File: src/rtl/core_pkg.sv
// Shared core widths and the MULT writeback queue entry layout.
package core_pkg;

    localparam int XLEN = 32;
    localparam int RW   = 5;

    typedef struct packed {
        logic            valid;
        logic [RW-1:0]   rd;
        logic [XLEN-1:0] data;
    } wbq_entry_t;

endpackage

File: src/rtl/wb_mult_queue.sv
// FIFO of MULT writebacks that lost arbitration to EXE, with kill-by-rd so
// a younger EXE write to the same register is never overwritten later.
module wb_mult_queue
    import core_pkg::*;
#(
    parameter int QDEPTH = 2,
    parameter int CW     = $clog2(QDEPTH + 1)
) (
    input  logic            clk,
    input  logic            rstn,
    input  logic            push,
    input  logic [RW-1:0]   push_rd,
    input  logic [XLEN-1:0] push_data,
    input  logic            pop,
    input  logic            kill,
    input  logic [RW-1:0]   kill_rd,
    output wbq_entry_t      head,
    output wbq_entry_t      view [QDEPTH],
    output logic [CW-1:0]   count
);

    localparam int PW = (QDEPTH > 1) ? $clog2(QDEPTH) : 1;

    wbq_entry_t    mem_r [QDEPTH];
    logic [PW-1:0] head_r;
    logic [PW-1:0] tail_r;
    logic [CW-1:0] count_r;

    function automatic logic [PW-1:0] next_ptr(input logic [PW-1:0] p);
        if (p == PW'(QDEPTH - 1)) begin
            return {PW{1'b0}};
        end else begin
            return p + PW'(1);
        end
    endfunction

    // Slot holding the entry 'age' positions behind the head (0 = oldest).
    function automatic logic [PW-1:0] age_slot(input logic [PW-1:0] base, input int unsigned age);
        logic [PW:0] s;
        s = {1'b0, base} + (PW + 1)'(age);
        if (s >= (PW + 1)'(QDEPTH)) begin
            s = s - (PW + 1)'(QDEPTH);
        end else begin
            s = s;
        end
        return s[PW-1:0];
    endfunction

    // Queue storage: kill, then pop, then push so a full-queue push/pop can reuse the head slot.
    always_ff @(posedge clk or negedge rstn) begin
        if (!rstn) begin
            for (int i = 0; i < QDEPTH; i++) begin
                mem_r[i] <= '0;
            end
            head_r  <= {PW{1'b0}};
            tail_r  <= {PW{1'b0}};
            count_r <= {CW{1'b0}};
        end else begin
            for (int i = 0; i < QDEPTH; i++) begin
                if (kill && mem_r[i].valid && (mem_r[i].rd == kill_rd)) begin
                    mem_r[i].valid <= 1'b0;
                end
            end
            if (pop) begin
                mem_r[head_r].valid <= 1'b0;
                head_r              <= next_ptr(head_r);
            end
            if (push) begin
                mem_r[tail_r] <= '{valid: 1'b1, rd: push_rd, data: push_data};
                tail_r        <= next_ptr(tail_r);
            end
            case ({push, pop})
                2'b10:   count_r <= count_r + CW'(1);
                2'b01:   count_r <= count_r - CW'(1);
                default: count_r <= count_r;
            endcase
        end
    end

    // Age-ordered view for the read bypass; empty slots already have valid cleared.
    always_comb begin
        for (int i = 0; i < QDEPTH; i++) begin
            view[i] = mem_r[age_slot(head_r, i)];
        end
    end

    assign head  = mem_r[head_r];
    assign count = count_r;

endmodule

File: src/rtl/regfile_wb.sv
// 31x32 register file with EXE and MULT writeback ports; MULT writes that
// collide with EXE are queued and drained on EXE-idle cycles.
module regfile_wb
    import core_pkg::*;
#(
    parameter int QDEPTH = 2
) (
    input  logic            clk,
    input  logic            rstn,
    input  logic            EXE_reg_wr,
    input  logic [RW-1:0]   EXE_reg_rd,
    input  logic [XLEN-1:0] EXE_reg_data,
    input  logic            MULT_reg_wr,
    input  logic [RW-1:0]   MULT_reg_rd,
    input  logic [XLEN-1:0] MULT_reg_data,
    input  logic [RW-1:0]   rs1_index,
    input  logic [RW-1:0]   rs2_index,
    output logic [XLEN-1:0] rs1_data,
    output logic [XLEN-1:0] rs2_data,
    output logic            mult_stall,
    output logic            q_ovf
);

    localparam int CW = $clog2(QDEPTH + 1);

    logic [XLEN-1:0] regs_r [1:31];
    logic            q_ovf_r;

    logic            exe_we_s, mult_req_s, mult_direct_s;
    logic            q_empty_s, q_full_s, pop_s, push_try_s, push_s, ovf_set_s;
    logic            wr_en_s;
    logic [RW-1:0]   wr_rd_s;
    logic [XLEN-1:0] wr_data_s;
    logic [CW-1:0]   count_s;
    wbq_entry_t      head_s;
    wbq_entry_t      view_s [QDEPTH];
    logic [RW-1:0]   rd_idx_s [2];
    logic [XLEN-1:0] rd_val_s [2];

    assign exe_we_s      = EXE_reg_wr  && (EXE_reg_rd  != 5'd0);
    assign mult_req_s    = MULT_reg_wr && (MULT_reg_rd != 5'd0);
    assign q_empty_s     = (count_s == {CW{1'b0}});
    assign q_full_s      = (count_s == CW'(QDEPTH));
    // An invalidated head costs no array write, so it may drain under EXE.
    assign pop_s         = !q_empty_s && (!head_s.valid || !exe_we_s);
    assign mult_direct_s = mult_req_s && !exe_we_s && q_empty_s;
    // A MULT write superseded by a same-cycle EXE write to that rd is already stale.
    assign push_try_s    = mult_req_s && !mult_direct_s && !(exe_we_s && (EXE_reg_rd == MULT_reg_rd));
    assign push_s        = push_try_s && (!q_full_s || pop_s);
    assign ovf_set_s     = push_try_s && q_full_s && !pop_s;

    wb_mult_queue #(.QDEPTH(QDEPTH), .CW(CW)) u_queue (
        .clk       (clk),
        .rstn      (rstn),
        .push      (push_s),
        .push_rd   (MULT_reg_rd),
        .push_data (MULT_reg_data),
        .pop       (pop_s),
        .kill      (exe_we_s),
        .kill_rd   (EXE_reg_rd),
        .head      (head_s),
        .view      (view_s),
        .count     (count_s)
    );

    // Single array write port arbitration: EXE, then queue head, then direct MULT.
    always_comb begin
        wr_en_s   = 1'b0;
        wr_rd_s   = 5'd0;
        wr_data_s = 32'd0;
        if (exe_we_s) begin
            wr_en_s   = 1'b1;
            wr_rd_s   = EXE_reg_rd;
            wr_data_s = EXE_reg_data;
        end else if (pop_s && head_s.valid) begin
            wr_en_s   = 1'b1;
            wr_rd_s   = head_s.rd;
            wr_data_s = head_s.data;
        end else if (mult_direct_s) begin
            wr_en_s   = 1'b1;
            wr_rd_s   = MULT_reg_rd;
            wr_data_s = MULT_reg_data;
        end else begin
            wr_en_s   = 1'b0;
        end
    end

    // Register array storage.
    always_ff @(posedge clk or negedge rstn) begin
        if (!rstn) begin
            for (int i = 1; i < 32; i++) begin
                regs_r[i] <= 32'd0;
            end
        end else if (wr_en_s) begin
            regs_r[wr_rd_s] <= wr_data_s;
        end
    end

    // Sticky record that a MULT writeback was dropped.
    always_ff @(posedge clk or negedge rstn) begin
        if (!rstn) begin
            q_ovf_r <= 1'b0;
        end else if (ovf_set_s) begin
            q_ovf_r <= 1'b1;
        end
    end

    assign rd_idx_s[0] = rs1_index;
    assign rd_idx_s[1] = rs2_index;

    // Read bypass; the queue scan runs oldest to newest so the newest match wins.
    always_comb begin
        for (int p = 0; p < 2; p++) begin
            logic            q_hit;
            logic [XLEN-1:0] q_data;
            q_hit  = 1'b0;
            q_data = 32'd0;
            for (int i = 0; i < QDEPTH; i++) begin
                q_data = (view_s[i].valid && (view_s[i].rd == rd_idx_s[p])) ? view_s[i].data : q_data;
                q_hit  = q_hit | (view_s[i].valid && (view_s[i].rd == rd_idx_s[p]));
            end
            if (rd_idx_s[p] == 5'd0) begin
                rd_val_s[p] = 32'd0;
            end else if (exe_we_s && (EXE_reg_rd == rd_idx_s[p])) begin
                rd_val_s[p] = EXE_reg_data;
            end else if (mult_req_s && (MULT_reg_rd == rd_idx_s[p])) begin
                rd_val_s[p] = MULT_reg_data;
            end else if (q_hit) begin
                rd_val_s[p] = q_data;
            end else begin
                rd_val_s[p] = regs_r[rd_idx_s[p]];
            end
        end
    end

    assign rs1_data   = rd_val_s[0];
    assign rs2_data   = rd_val_s[1];
    assign mult_stall = q_full_s;
    assign q_ovf      = q_ovf_r;

endmodule

File: config.mk
export PLATFORM = sky130hd
export DESIGN_NAME = regfile_wb
export DESIGN_NICKNAME = d
export VERILOG_FILES = /design/src/rtl/core_pkg.sv /design/src/rtl/wb_mult_queue.sv /design/src/rtl/regfile_wb.sv
export SDC_FILE = /design/constraint.sdc
export NUM_CORES = 2
export LEC_CHECK = 0
export CAP_MARGIN = 10
export CORE_ASPECT_RATIO = 0.5
export CORE_MARGIN = 8
export CORE_UTILIZATION = 60
export CTS_BUF_LIST = sky130_fd_sc_hd__clkbuf_4 sky130_fd_sc_hd__clkbuf_8
export DETAILED_ROUTE_END_ITERATION = 10
export DONT_BUFFER_PORTS = 1
export GPL_TIMING_DRIVEN = 1
export PLACE_DENSITY = 0.73
export SETUP_SLACK_MARGIN = 0.05
export SKIP_CTS_REPAIR_TIMING = 1
export SLEW_MARGIN = 10
export SYNTH_ARGS = -nofsm -noshare
export SYNTH_HDL_FRONTEND = slang
export SYNTH_HIERARCHICAL = 1
export SYNTH_SLANG_ARGS = --single-unit
File: constraint.sdc
create_clock -name clk -period 7.7 [get_ports clk]
set_input_delay 1.54 -clock clk [delete_from_list [all_inputs] [get_ports clk]]
set_output_delay 1.54 -clock clk [all_outputs]
set_load 0.01 [all_outputs]
# ---- Word-level counts from Yosys, hierarchy flattened
# Index checks and enable logic that the tools add are counted.
dict set report word_totals {
  reg_bits 1073
  output_inout_bits 66
  in_bits 88
}
dict set report classes {
  bitwise 9
  n_lt_le_gt_ge 12
  mux 54
  addsub 7
  reduce_logical 42
  eq_ne 14
}
# operator count
set ops {}
lappend ops {{bitwise mux 992 bit} 1}
lappend ops {{2-to-1 mux 32 bit} 20}
lappend ops {{2-to-1 mux 38 bit} 11}
lappend ops {{binary-select mux 32 bit (select 5 bit)} 2}
lappend ops {{demux 32 bit (select 5 bit)} 1}
lappend ops {{bitwise mux 76 bit} 2}
lappend ops {{2-to-1 mux 76 bit} 2}
lappend ops {{demux 38 bit (select 1 bit)} 2}
lappend ops {{== test 5 bit} 11}
lappend ops {{logical AND 1 bit} 27}
lappend ops {{greater-or-equal comparator 6 bit, second input constant} 3}
lappend ops {{NOT 5 -> 6 bit} 3}
lappend ops {{2-to-1 mux 5 bit} 3}
lappend ops {{greater-or-equal comparator 2 bit, second input constant} 5}
lappend ops {{logical NOT 5 bit} 2}
lappend ops {{nonzero test 5 bit} 2}
lappend ops {{2-to-1 mux 1 bit} 9}
lappend ops {{NOT 1 -> 2 bit} 4}
lappend ops {{logical NOT 1 bit} 7}
lappend ops {{less-than comparator 6 x 1 -> 1 bit, second input constant} 1}
lappend ops {{== test 2 bit, second input constant} 2}
lappend ops {{less-than comparator 2 x 1 -> 1 bit, second input constant} 2}
lappend ops {{one-hot mux 2 bit (2 select lines)} 1}
lappend ops {{adder 1 bit, second input constant} 2}
lappend ops {{10 further kinds} 13}

# ---- Longest topological paths before layout
dict set report depth {
  word_depth 16
  depth_mapped 13
  depth_no_buf 10
}

# ---- Modules after synthesis
# The synthesis kept the hierarchy.
# module cells_per_inst seq_area_each_um2 area_each_um2 n_inst
set modules_own_cells {}
lappend modules_own_cells {regfile_wb 5643 24848.8 56148.9 1}
lappend modules_own_cells {wb_mult_queue 314 2001.9 4365.4 1}

# ---- Worst setup path after synthesis
# Ideal clock, no wire load.
dict set report synth_timing {
  path_type {input port to output port}
  from {input port rs1_index[1]}
  to {output port rs1_data[20]}
  n_path_buf 4
  arrival_ps 3860
  slack_ps 2300
  stages 9
  t_required_ps 6160
  cell_sequence {buf_2 > clkbuf_1 > clkbuf_1 > clkbuf_1 > mux4_2 > mux4_2 > mux2i_1 > o2111ai_1 > o211a_1}
}
dict set report synth_between {
  elab_chain_cells 8
}
# item line
set synth_rtl {}
lappend synth_rtl {{from (decl)} regfile_wb.sv:16} ;# input logic [RW-1:0] rs1_index,
lappend synth_rtl {{NOT 5 -> 6 bit (implied by the code) or == test 5 bit (tied branches)} {regfile_wb.sv:131, regfile_wb.sv:119, regfile_wb.sv:120}}
lappend synth_rtl {{binary-select mux 32 bit (select 5 bit) or logical AND 1 bit (tied branches)} {regfile_wb.sv:131, regfile_wb.sv:119, regfile_wb.sv:120}}
lappend synth_rtl {{2-to-1 mux 32 bit, on equally long branches (2 in a row)} {regfile_wb.sv:131, regfile_wb.sv:119}}
lappend synth_rtl {{2-to-1 mux 32 bit} regfile_wb.sv:128} ;# end else if (q_hit) begin
lappend synth_rtl {{2-to-1 mux 32 bit} regfile_wb.sv:126} ;# end else if (mult_req_s && (MULT_reg_rd == rd_idx_s[p])) begin
lappend synth_rtl {{2-to-1 mux 32 bit} regfile_wb.sv:124} ;# end else if (exe_we_s && (EXE_reg_rd == rd_idx_s[p])) begin
lappend synth_rtl {{2-to-1 mux 32 bit (*)} regfile_wb.sv:122} ;# if (rd_idx_s[p] == 5'd0) begin
lappend synth_rtl {{to (decl)} regfile_wb.sv:18} ;# output logic [XLEN-1:0] rs1_data,
# Mark *: on every way between the ends. The rest lies on a longest branch, timed or not. The select of a mux whose other input is x is not followed.

==> results_dict.tcl <==
set metrics [dict create \
    async_flop_share_pct 100 \
    setup_slack_ns 0.482 \
    grt_pass1_vias 49100 \
    worstReg2RegStart "u_queue/head_r" \
    yosysTopAreaCell "dfrtp_1" \
    hold_violations 0 \
    slew_viol_final 317 \
    mappedNetlistNets 6046 \
    synthFlopType "dfrtp_1" \
    max_clock_freq_mhz 139 \
    power_density_nw_per_um2 378 \
    synth_area_per_cell_um2 10.2 \
    cts_buffer_depth 3 \
    worstPathArrival_ns 5.68 \
    synthDistinctLibCells 73 \
    initial_core_util_pct 60.5 \
    fill_cells 7804 \
    num_rows 82 \
    gp_congestion 0.974 \
    setup-tns-final_ns 0 \
    synth_top_family_by_area "multiplexers" \
    vias_per_cell 7.10 \
    pin_count 154 \
    muxShareOfSynthArea_pct 21.8 \
    r2r_slack_ns 2.90 \
    failed_checks "slew limit" \
    min_path_type "input port to async pin" \
    power_mw 24.4 \
    layout-drive-gt1-share_pct 22.5 \
    synth_top_area_share_pct 44.4 \
    use_met3_pct 11.7 \
    met1_usage_pct 48.2 \
    layout_common_cells "1072 x dfrtp_1, 720 x nand2_1, 561 x o21ai_0, 464 x a21oi_1, 435 x nor2_1" \
    period_minus_slack_ns 7.22 \
    syn_inst 5957 \
    wl_per_cell_um 29.8 \
    core_area_um2 100000 \
    vias 50300 \
    cts_tree "built" \
    grt_remaining_overflow 0 \
    setup_viol 0 \
    grt_first_pass_wirelength_mm 313 \
    dr.pass1.iters 6 \
    clock_latency_ns 0.89 \
    synth_edf_count 0 \
    dp_slack_ns 0.937 \
    cts_root_buf "clkbuf_8" \
    regToRegEndpoint "regs_r[771]" \
    cts_made_buffers 157 \
    fin_nets 5709 \
    critPathLaunchType "flip-flop" \
    clock-sinks 1073 \
    io_buffers 0 \
    synthAdderAreaFrac_pct 0.0207 \
    antenna_found_initial 9 \
    grt_max_degree 1074 \
    syn2layout_area_growth_pct 6.94 \
    dp_hpwl_mm 125 \
    synthXorXnorAreaFrac_pct 0.868 \
    rr_worst_depth 9 \
    ant_nets 0 \
    yosysWarnings 6 \
    synth_compound_area_share_pct 17.9 \
    yosys.area_share.simple_pct 10.2 \
    synth_seq_cells 1073 \
    worstSetupPathType "flip-flop to output pin" \
    rsz0062_at_grt "no" \
    period_share_pct 93.7 \
    htreeDepth 4 \
    endpoint_kind "output pin" \
    status "complete, but fails checks" \
    clock_skew_ns 0.0399 \
    top_usage_layer "met2" \
    drc_errors 0 \
    ir_drop_mv 0.214 \
    grt_use_total_pct 36.8 \
    fp.dieW_um 465 \
    power.leakage_nw 27.5 \
    mostFrequentLayoutCell "dfrtp_1" \
    ys_seq_area_share_pct 44.4 \
    crit_fanout 27 \
    tightest_slew_ns 2.48 \
    wirelength_mm 211 \
    die_h_um 241 \
    grt_use_met2_pct 53.8 \
    drv_cap 0 \
    synthTopCellsByArea "dfrtp_1 44%, mux4_2 9.0%, mux2_2 8.1%, o21ai_0 4.6%, nand2_1 4.5%" \
    clkTransAtPathRegs_ns 0.07 \
    crit_required_ns 6.16 \
    drt_iter0_drc 6990 \
    relSlewSlack_pct -65.2 \
    dieArea_um2 112000 \
    synth_area_um2 60500 \
]
-- worst max-delay path, cell delays in order (launching register included) --
cell and delay, ns:
dfrtp_4 0.69, mux2_2 0.43, xnor2_1 0.15, nand4_1 0.33
or2_2 0.70, nand2b_1 0.75, a2111oi_0 1.21, o21ai_0 0.51
-- area by class of cell --
type	count	area (µm²)	share of cell area (%)
antenna	5	12.5	0.0193
multi-input combinational	4228	31400	48.5
inverter	5	21.3	0.0329
timing repair buffer	155	1350	2.08
clock buffer	254	3200	4.95
tap	1344	1680	2.60
sequential	1073	26900	41.5
clock inverter	28	214	0.331
-- Yosys cell counts, types with 67 or more instances --
library cell and number:
a22oi_1 88, o21ai_1 67, nor3_1 110, o22ai_1 125
a211oi_1 80, buf_2 160, nand2_1 724, dfrtp_1 1073
mux4_2 243, nor2_1 439, clkbuf_1 399, a21oi_1 464
mux2_2 433, mux2i_1 258, o21ai_0 562
-- power breakdown --
part	leakage, nW	switching, mW	internal (mW)
combinational	12.0	5.03	4.23
clock	1.84	2.38	2.70
sequential	13.6	1.96	8.14
-- metal layers --
| metal | vias up | share of wire (%) |
|---|---|---|
| met3 | 880 | 13 |
| met2 | 3498 | 43 |
| met4 | 8 | 6.9 |
| met1 | 24800 | 38 |
| met5 | - | 0.025 |
| li1 | 21100 | - |
-- stage by stage --
step	instance area (µm²)	hold WS (ns)	util, %	instances
CTS	64500	0.360	64.5	7080
global route	64700	0.332	64.7	7087
global placement	61100	0.474	61.0	6796
detailed placement	61100	0.487	61.1	6798
floorplan	60500	0.454	-	5957
finish	64700	0.363	64.7	7092
-- worst max path at each step --
| stage | start | end | slack (ns) | cells past startpoint |
|---|---|---|---|---|
| floorplan | rs1_index[1] | rs1_data[20] | 2.30 | 9 |
| detailed placement | rs1_index[1] | rs1_data[1] | 0.94 | 6 |
| global route | u_queue/head_r | rs2_data[19] | 0.40 | 9 |
| global placement | rs1_index[1] | rs1_data[22] | 0.57 | 6 |
| finish | u_queue/head_r | rs1_data[1] | 0.48 | 7 |
| CTS | u_queue/head_r | rs1_data[1] | 0.67 | 7 |
-- sequential cells by signal, summed over array words and instances (netlist names) --
| register | count |
|---|---|
| q_ovf | 1 |
| u_queue/tail_r | 1 |
| u_queue/head_r | 1 |
| regs_r | 992 |
| u_queue/count | 2 |
| u_queue/mem_r | 76 |
-- cells by family (layout without fill, tap and decap cells) --
kind of cell             after synthesis  count (layout)
adder cells (fa/ha/maj)                1               1
AND/OR/NAND/NOR                     1471            1471
buffers and inverters                656             442
flip-flops                          1073            1073
other                                  0               5
multiplexers                         950             950
XOR/XNOR                              60              60
AO/OA/AOI/OAI                       1746            1746
Note: power is estimated with default switching activity, not from simulation.
